`config.mk`:
```
export PLATFORM = sky130hd
export DESIGN_NAME = timer_8bit_apb
export DESIGN_NICKNAME = d
export VERILOG_FILES = /design/src/rtl/timer_reg_pkg.sv /design/src/rtl/timer_prescaler.sv /design/src/rtl/timer_8bit_apb.sv
export SDC_FILE = /design/constraint.sdc
export NUM_CORES = 1
export LEC_CHECK = 0
export BUFFER_PORTS_ARGS = -buffer_cell sky130_fd_sc_hd__buf_2
export CAP_MARGIN = 0
export CORE_MARGIN = 3
export CORE_UTILIZATION = 23
export CTS_BUF_LIST = sky130_fd_sc_hd__clkbuf_16
export DETAILED_ROUTE_END_ITERATION = 12
export SLEW_MARGIN = 20
export SYNTH_ARGS = -nofsm -noshare
export SYNTH_HDL_FRONTEND = slang
export SYNTH_HIERARCHICAL = 1
export SYNTH_SLANG_ARGS = --single-unit
```
`constraint.sdc`:
```
create_clock -name pclk -period 2.3 [get_ports pclk]
set_clock_uncertainty 0.05 [all_clocks]
set_input_delay 0.115 -clock pclk [delete_from_list [all_inputs] [get_ports pclk]]
set_output_delay 0.115 -clock pclk [all_outputs]
set_load 0.1 [all_outputs]
```
`src/rtl/timer_reg_pkg.sv`:
```
`default_nettype none
// ============================================================================
// Module      : timer_reg_pkg
// Description : Register map, bit positions and prescaler select encoding
//               shared by the 8-bit APB timer and its prescaler.
// Revision    : 1.0
// ============================================================================
package timer_reg_pkg;

    localparam logic [7:0] c_addr_tdr  = 8'h00;
    localparam logic [7:0] c_addr_tcr  = 8'h01;
    localparam logic [7:0] c_addr_tsr  = 8'h02;
    localparam logic [7:0] c_addr_tie  = 8'h03;
    localparam logic [7:0] c_addr_tcnt = 8'h04;

    localparam int c_tcr_load = 7;
    localparam int c_tcr_down = 5;
    localparam int c_tcr_en   = 4;

    localparam int c_tsr_ovf  = 0;
    localparam int c_tsr_udf  = 1;

    localparam int c_tie_ovf  = 0;
    localparam int c_tie_udf  = 1;

    typedef enum logic [1:0] {
        DIV1 = 2'b00,
        DIV2 = 2'b01,
        DIV4 = 2'b10,
        DIV8 = 2'b11
    } cks_e;

endpackage
`default_nettype wire

```
`src/rtl/timer_prescaler.sv`:
```
`default_nettype none
// ============================================================================
// Module      : timer_prescaler
// Description : Free-running 3-bit divider producing a one-cycle count tick
//               at /1, /2, /4 or /8 while enabled.
// Revision    : 1.0
// ============================================================================
module timer_prescaler
    import timer_reg_pkg::*;
(
    input  logic clk,
    input  logic rst,
    input  logic en_i,
    input  cks_e cks_i,
    output logic tick_o
);

    logic [2:0] div_q;
    logic [2:0] div_d;

    // Divider is not cleared on a cks change, only while disabled.
    always_comb begin
        div_d = en_i ? div_q + 3'd1 : 3'd0;
    end

    always_ff @(posedge clk) begin
        if (rst) begin
            div_q <= 3'd0;
        end else begin
            div_q <= div_d;
        end
    end

    always_comb begin
        tick_o = 1'b0;
        case (cks_i)
            DIV1:    tick_o = en_i;
            DIV2:    tick_o = en_i & div_q[0];
            DIV4:    tick_o = en_i & (&div_q[1:0]);
            DIV8:    tick_o = en_i & (&div_q);
            default: tick_o = 1'b0;
        endcase
    end

endmodule
`default_nettype wire

```
`src/rtl/timer_8bit_apb.sv`:
```
`default_nettype none
// ============================================================================
// Module      : timer_8bit_apb
// Description : APB slave 8-bit up/down timer with load register, prescaler,
//               sticky overflow/underflow flags and maskable level interrupt.
// Revision    : 1.0
// ============================================================================
module timer_8bit_apb
    import timer_reg_pkg::*;
#(
    parameter int ADDR_W = 8
) (
    input  logic              pclk,
    input  logic              preset,
    input  logic              psel,
    input  logic              penable,
    input  logic              pwrite,
    input  logic [ADDR_W-1:0] paddr,
    input  logic [7:0]        pwdata,
    output logic [7:0]        prdata,
    output logic              pready,
    output logic              pslverr,
    output logic              irq
);

    logic [7:0] tdr_q,    tdr_d;
    logic       load_q,   load_d;
    logic       down_q,   down_d;
    logic       en_q,     en_d;
    cks_e       cks_q,    cks_d;
    logic       ovf_ie_q, ovf_ie_d;
    logic       udf_ie_q, udf_ie_d;
    logic       ovf_q,    ovf_d;
    logic       udf_q,    udf_d;
    logic [7:0] cnt_q,    cnt_d;

    logic [7:0] w_addr;
    logic       w_wr;
    logic       w_wr_tsr;
    logic       w_tick;
    logic       w_ovf_set;
    logic       w_udf_set;

    assign w_addr   = paddr[7:0];
    assign w_wr     = psel & penable & pwrite;
    assign w_wr_tsr = w_wr && (w_addr == c_addr_tsr);

    assign pready   = 1'b1;
    assign pslverr  = 1'b0;

    timer_prescaler u_prescaler (
        .clk    (pclk),
        .rst    (preset),
        .en_i   (en_q),
        .cks_i  (cks_q),
        .tick_o (w_tick)
    );

    assign w_ovf_set = ~load_q & w_tick & ~down_q & (cnt_q == 8'hFF);
    assign w_udf_set = ~load_q & w_tick &  down_q & (cnt_q == 8'h00);

    always_comb begin
        tdr_d    = tdr_q;
        load_d   = load_q;
        down_d   = down_q;
        en_d     = en_q;
        cks_d    = cks_q;
        ovf_ie_d = ovf_ie_q;
        udf_ie_d = udf_ie_q;

        if (w_wr) begin
            case (w_addr)
                c_addr_tdr: tdr_d = pwdata;
                c_addr_tcr: begin
                    load_d = pwdata[c_tcr_load];
                    down_d = pwdata[c_tcr_down];
                    en_d   = pwdata[c_tcr_en];
                    cks_d  = cks_e'(pwdata[1:0]);
                end
                c_addr_tie: begin
                    ovf_ie_d = pwdata[c_tie_ovf];
                    udf_ie_d = pwdata[c_tie_udf];
                end
                default: ;
            endcase
        end
    end

    always_comb begin
        cnt_d = cnt_q;
        if (load_q) begin
            cnt_d = tdr_q;
        end else if (w_tick) begin
            cnt_d = down_q ? cnt_q - 8'd1 : cnt_q + 8'd1;
        end
    end

    // A hardware set in the same cycle as a software clear wins.
    assign ovf_d = w_ovf_set | (ovf_q & ~(w_wr_tsr & pwdata[c_tsr_ovf]));
    assign udf_d = w_udf_set | (udf_q & ~(w_wr_tsr & pwdata[c_tsr_udf]));

    always_ff @(posedge pclk) begin
        if (preset) begin
            tdr_q    <= 8'h00;
            load_q   <= 1'b0;
            down_q   <= 1'b0;
            en_q     <= 1'b0;
            cks_q    <= DIV1;
            ovf_ie_q <= 1'b0;
            udf_ie_q <= 1'b0;
            ovf_q    <= 1'b0;
            udf_q    <= 1'b0;
            cnt_q    <= 8'h00;
        end else begin
            tdr_q    <= tdr_d;
            load_q   <= load_d;
            down_q   <= down_d;
            en_q     <= en_d;
            cks_q    <= cks_d;
            ovf_ie_q <= ovf_ie_d;
            udf_ie_q <= udf_ie_d;
            ovf_q    <= ovf_d;
            udf_q    <= udf_d;
            cnt_q    <= cnt_d;
        end
    end

    assign irq = (ovf_q & ovf_ie_q) | (udf_q & udf_ie_q);

    always_comb begin
        prdata = 8'h00;
        if (psel && !pwrite && !preset) begin
            case (w_addr)
                c_addr_tdr:  prdata = tdr_q;
                c_addr_tcr: begin
                    prdata[c_tcr_load] = load_q;
                    prdata[c_tcr_down] = down_q;
                    prdata[c_tcr_en]   = en_q;
                    prdata[1:0]        = cks_q;
                end
                c_addr_tsr: begin
                    prdata[c_tsr_ovf] = ovf_q;
                    prdata[c_tsr_udf] = udf_q;
                end
                c_addr_tie: begin
                    prdata[c_tie_ovf] = ovf_ie_q;
                    prdata[c_tie_udf] = udf_ie_q;
                end
                c_addr_tcnt: prdata = cnt_q;
                default:     prdata = 8'h00;
            endcase
        end
    end

endmodule
`default_nettype wire

```
==> results.sh, run 1 <==
export IMPL_tightestPinTransition_ns=0.592
export IMPL_whs_ns=0.0363
export IMPL_clock_sinks=28
export IMPL_yosysUniqueCellTypes=51
export IMPL_dr_pass1_iters=4
export IMPL_die_x_um=96.2
export IMPL_p_clk_share_pct=48.3
export IMPL_clkTransAtPathRegs_ns=0.07
export IMPL_final_hold_violation_count=0
export IMPL_r2r_end="cnt_q[7]"
export IMPL_nets=276
export IMPL_rows=32
export IMPL_clkLatencyLatePin_ns=0.26
export IMPL_core_area_mm2=0.00781
export IMPL_critPathMaxFanout=4
export IMPL_drt_iter0_markers=80
export IMPL_setup_viol=0
export IMPL_drc_errors=0
export IMPL_hold_path_endpoint="tdr_q[6]"
export IMPL_yosysTopAreaCell="dfxtp_1"
export IMPL_dieArea_mm2=0.00926
export IMPL_endpoint_kind="register"
export IMPL_synth_area_leaders="dfxtp_1, mux2i_1, nor2_1"
export IMPL_p_comb_share_pct=7.1
export IMPL_max_vdd_ir_drop_uv=317
export IMPL_grt_first_pass_wirelength_um=7530
export IMPL_grt_ovfl_total=0
export IMPL_cts_resized_gates=0
export IMPL_antenna_found_initial=0
export IMPL_hold_depth=3
export IMPL_grt_max_degree=31
export IMPL_dpl_hpwl_um=3610
export IMPL_synth_area_mm2=0.00187
export IMPL_synth_top_cell_area_share_pct=29.9
export IMPL_rrSetupSlack_ns=0.21
export IMPL_min_from="pwdata[6]"
export IMPL_maxCapViolations=0
export IMPL_reg2regPathDepth=8
export IMPL_slew_viol_final=0
export IMPL_status="complete, no violations"
export IMPL_track_usage_pct=10.2
export IMPL_cts_root_buf="clkbuf_16"
export IMPL_clockBufferDepth=2
export IMPL_fin_crit_ns=2.09
export IMPL_rr_startpoint="u_prescaler/div_q[0]"
export IMPL_io_pins=32
export IMPL_intPower_uw=855
export IMPL_numCtsBuffers=3
export IMPL_finalSetupTns_ns=0
export IMPL_worst_setup_path_start_kind="register"
export IMPL_start_util_pct=24.0
export IMPL_synth_area_per_cell_um2=8.59
export IMPL_finalWirelength_um=4700
export IMPL_wl_per_cell_um=13.5
export IMPL_synth_nets=248
export IMPL_io_buffers=29
export IMPL_timing_slew_headroom_pct=60.2
export IMPL_die_height_um=96.2
export IMPL_vias_per_cell=4.82
export IMPL_yosysSeqAreaShare_pct=29.9
export IMPL_timing_final_ws_setup_ns=0.206
export IMPL_critPathArrivalTime_ns=2.25
export IMPL_leakage_nw=0.866
export IMPL_syn_to_final_growth_pct=25.0
export IMPL_yosys_most_used_dff="dfxtp_1"
export IMPL_gp_congestion=0.828
export IMPL_ys_ff_latch=28
export IMPL_hold_buffers=0
export IMPL_grt_pass1_vias=1544
export IMPL_postCtsSetupRepairBufs=0
export IMPL_post_route_period_util_pct=91.0
export IMPL_net_switching_power_uw=229
export IMPL_switching_share_pct=21.1
export IMPL_ys_warn_count=6
export IMPL_htree_levels=1
export IMPL_total_power_mw=1.08
export IMPL_syn_inst=218
export IMPL_layout_drive_gt1_share_pct=24.1
export IMPL_num_vias=1673
export IMPL_power_frac_seq_pct=44.7
export IMPL_synth_common_cells="nor2_1, dfxtp_1, mux2i_1"
export IMPL_grt_setup_unrepaired="no"
export IMPL_synth_edf_count=0
export IMPL_synth_most_common_cell="nor2_1"
export IMPL_dp_slack_ns=0.217
export IMPL_critPathRequiredTime_ns=2.46
export IMPL_worstSetupPathType="reg2reg"
export IMPL_synthArstFlopShare_pct=0
export IMPL_cts_tree="yes"
export IMPL_powerDensity_mw_per_mm2=463
export IMPL_hold_class="in2reg"
export IMPL_antenna_cells=0
export IMPL_ant_nets=0
export IMPL_max_clock_freq_mhz=478
-- flip-flops by register name (all words and copies together), names as in the netlist, 2 cells and up --
register,cells
u_prescaler/div_q,3
cks_q,2
tdr_q,8
cnt_q,8
-- cells by family (layout without fill, tap and decap cells) --
| kind of cell | Yosys count | after routing | synth area share, % |
|---|---|---|---|
| simple gates | 80 | 80 | 25.4 |
| compound gates | 48 | 48 | 16.7 |
| flops | 28 | 28 | 29.9 |
| mux | 27 | 27 | 14.7 |
| buf+inv | 21 | 48 | 5.08 |
| fa+ha+maj | 9 | 9 | 6.41 |
| xor+xnor | 3 | 3 | 1.40 |
| other cells | 2 | 2 | 0.401 |
-- worst max-delay path, stage by stage (launching register included) --
cell	delay (ns)
dfxtp_1	0.36
ha_1	0.19
ha_1	0.15
mux2i_1	0.08
a211oi_2	0.26
or3b_2	0.53
nor2_1	0.17
o2bb2ai_1	0.13
a311o_1	0.12
-- power by group through the flow --
stage	Sequential (mW)	Clock [mW]	Combinational [mW]
finish	0.484	0.523	0.0765
global route	0.484	0.551	0.0825
CTS	0.484	0.528	0.0770
detailed placement	0.496	0	0.0765
global placement	0.496	0	0.0761
floorplan	0.496	0	0.0490
-- worst max path at each step --
stage          slack [ns]   endpoint                  from
6_report             0.21   cnt_q[7]  u_prescaler/div_q[0]
4_1_cts              0.20   cnt_q[7]  u_prescaler/div_q[0]
5_1_grt             0.009   cnt_q[7]  u_prescaler/div_q[0]
3_3_place_gp         0.26   cnt_q[5]  u_prescaler/div_q[0]
3_5_place_dp         0.22   cnt_q[7]  u_prescaler/div_q[0]
2_1_floorplan       -0.34  prdata[2]              paddr[5]
-- per-stage QoR --
stage,std cells,cell area (um^2),util [%]
2_1_floorplan,218,1890,-
3_3_place_gp,343,2240,28.6
3_5_place_dp,343,2240,28.6
4_1_cts,347,2340,30.0
5_1_grt,347,2340,30.0
6_report,347,2340,30.0
-- cell type report --
cell class	instances	area (um^2)
clock buffers	3	75.1
fillers	842	5470
inverters	8	30.0
repair buffers	36	288
flip-flops and latches	28	561
multi-input cells	169	1230
well taps	102	128
clock inverters	1	30.0
-- routing by layer --
layer | track usage, % | share of wire [%] | up-vias
li1 | - | - | 849
met1 | 14.7 | 51 | 793
met2 | 16.1 | 45 | 27
met3 | 2.19 | 3.4 | 4
met4 | 1.07 | 0.36 | 0
met5 | 0 | 0 | -
-- placed cells by master (no fill, tap or decap), types with 6 or more instances in the layout --
master | synthesis | final
nor2_1 | 30 | 25
ha_1 | 8 | 8
nor3_1 | 6 | 6
dfxtp_1 | 28 | 28
a21oi_1 | 15 | 15
nor3b_1 | 12 | 12
o21ai_0 | 10 | 10
buf_2 | 1 | 23
inv_1 | 8 | 8
mux2i_1 | 23 | 23
buf_12 | 0 | 6
buf_4 | 2 | 7
Note: power is estimated with default switching activity, not from simulation.
==> run 2, diff against run 1 <==
==> constraint.sdc (replaced) <==
create_clock -name pclk -period 2.6 [get_ports pclk]
set_clock_uncertainty 0.05 [all_clocks]
set_input_delay 0.13 -clock pclk [delete_from_list [all_inputs] [get_ports pclk]]
set_output_delay 0.13 -clock pclk [all_outputs]
set_load 0.1 [all_outputs]
==> results.sh, run 2 (same netlist as run 1, synthesis figures left out) <==
export IMPL_wl_per_cell_um=13.7
export IMPL_die_height_um=96.2
export IMPL_hold_buffers=0
export IMPL_clkTransAtPathRegs_ns=0.07
export IMPL_max_vdd_ir_drop_uv=213
export IMPL_layout_drive_gt1_share_pct=22.0
export IMPL_fillers=860
export IMPL_post_route_period_util_pct=84.8
export IMPL_min_from="pwdata[3]"
export IMPL_layoutNonFillerInstCount=343
export IMPL_vias_per_cell=4.91
export IMPL_num_vias=1683
export IMPL_clockBufferDepth=2
export IMPL_io_buffers=29
export IMPL_syn_to_final_growth_pct=17.1
export IMPL_start_util_pct=24.0
export IMPL_critPathRequiredTime_ns=2.42
export IMPL_p_clk_share_pct=40.9
export IMPL_path_cells="buf_2 > or4_4 > nor3_1 > nand2_1 > nor2_1 > buf_2"
export IMPL_final_hold_violation_count=0
export IMPL_whs_ns=0.0652
export IMPL_drt_iter0_markers=143
export IMPL_finalWirelength_um=4710
export IMPL_powerDensity_mw_per_mm2=383
export IMPL_dpl_hpwl_um=3630
export IMPL_dp_slack_ns=0.403
export IMPL_cp_top_family="simple AND/OR/NAND/NOR gates"
export IMPL_p_comb_share_pct=8.0
export IMPL_switching_share_pct=22.2
export IMPL_grt_ovfl_total=0
export IMPL_timing_slew_headroom_pct=52.0
export IMPL_top_regs="cnt_q (8), tdr_q (8), u_prescaler/div_q (3)"
export IMPL_slowest_stage="or4_4"
export IMPL_final_cell_mix="buf_2, dfxtp_1, nor2_1"
export IMPL_grt_max_degree=31
export IMPL_slew_viol_final=0
export IMPL_cts_tree="yes"
export IMPL_gp_congestion=0.841
export IMPL_post_place_cells=340
export IMPL_net_switching_power_uw=186
export IMPL_path_buf_inv=2
export IMPL_setup_viol=0
export IMPL_nets=273
export IMPL_rrSetupSlack_ns=0.49
export IMPL_numCtsBuffers=3
export IMPL_multiInputGateArea_mm2=0.00122
export IMPL_seq_area_um2=561
export IMPL_intPower_uw=653
export IMPL_critPathArrivalTime_ns=2.03
export IMPL_postCtsSetupRepairBufs=0
export IMPL_final_util_pct=28.1
export IMPL_path_depth=6
export IMPL_worstSetupPathType="in2out"
export IMPL_track_usage_pct=10.3
export IMPL_fin_crit_ns=2.21
export IMPL_rr_startpoint="u_prescaler/div_q[0]"
export IMPL_die_x_um=96.2
export IMPL_final_common_cell="buf_2"
export IMPL_status="complete, no violations"
export IMPL_hold_class="in2reg"
export IMPL_slowest_delay_ns=0.61
export IMPL_rows=32
export IMPL_timing_final_ws_setup_ns=0.395
export IMPL_dr_pass1_iters=4
export IMPL_critPathMaxFanout=8
export IMPL_drc_errors=0
export IMPL_grt_pass1_vias=1559
export IMPL_r2r_end="cnt_q[7]"
export IMPL_hold_depth=3
export IMPL_core_area_mm2=0.00781
export IMPL_worst_setup_path_start_kind="input pin"
export IMPL_cts_resized_gates=0
export IMPL_grt_first_pass_wirelength_um=7520
export IMPL_antenna_found_initial=0
export IMPL_cts_root_buf="clkbuf_16"
export IMPL_tightestPinTransition_ns=0.719
export IMPL_hold_path_endpoint="tdr_q[3]"
export IMPL_io_pins=32
export IMPL_reg2regPathDepth=8
export IMPL_clkLatencyLatePin_ns=0.26
export IMPL_max_clock_freq_mhz=453
export IMPL_power_frac_seq_pct=51.1
export IMPL_clock_sinks=28
export IMPL_antenna_cells=0
export IMPL_dieArea_mm2=0.00926
export IMPL_leakage_nw=0.822
export IMPL_total_power_uw=839
export IMPL_maxCapViolations=0
export IMPL_cp_common_cell="buf_2"
export IMPL_grt_setup_unrepaired="no"
export IMPL_ant_nets=0
export IMPL_htree_levels=1
export IMPL_endpoint_kind="output port"
==> run 2: changes by cell type in the layout (fill, tap and decap cells not counted), sizes merged <==
cell / change
buf: -3
bufinv: -1
==> run 2: power groups by stage <==
stage,registers [mW],logic [mW],clock network [mW]
3_5_place_dp,0.439,0.0665,0
5_1_grt,0.429,0.0717,0.369
2_1_floorplan,0.439,0.0433,0
3_3_place_gp,0.439,0.0654,0
6_report,0.429,0.0669,0.344
4_1_cts,0.429,0.0667,0.354
==> run 2: worst register-to-register path, delay by kind of cell, from the launching register on <==
| kind | cells | cell delay (ns) |
|---|---|---|
| and+or+nand+nor | 2 | 0.71 |
| AOI/OAI and AO/OA | 3 | 0.51 |
| DFF | 1 | 0.36 |
| adders and majority gates | 2 | 0.35 |
| muxes | 1 | 0.08 |
==> run 2: worst max-delay path by stage <==
stage                         startpoint         to  slack (ns)
finish                          paddr[5]  prdata[6]        0.39
global route        u_prescaler/div_q[0]   cnt_q[7]        0.32
CTS                             paddr[5]  prdata[6]        0.40
detailed placement              paddr[5]  prdata[6]        0.40
global placement                paddr[5]  prdata[6]        0.42
floorplan                       paddr[5]  prdata[2]       -0.07
==> run 2: through the flow <==
step | TNS, ns | instance area, um^2
floorplan | -0.196 | 1880
global placement | 0 | 2120
detailed placement | 0 | 2120
CTS | 0 | 2190
global route | 0 | 2190
finish | 0 | 2190
==> run 2: metal layers <==
layer | GRT usage [%] | vias up | part of all wire (%)
li1 | - | 843 | -
met1 | 14.7 | 783 | 51
met2 | 15.6 | 53 | 43
met3 | 2.42 | 4 | 5.1
met4 | 2.37 | 0 | 0.89
met5 | 0 | - | 0
==> run 2: final cells by class <==
cell class / instances / share of cell area [%]
multi-input combinational: 169 / 55.8
inverter: 8 / 1.37
sequential: 28 / 25.6
timing repair buffer: 33 / 7.99
tap: 102 / 5.82
clock buffer: 3 / 3.42
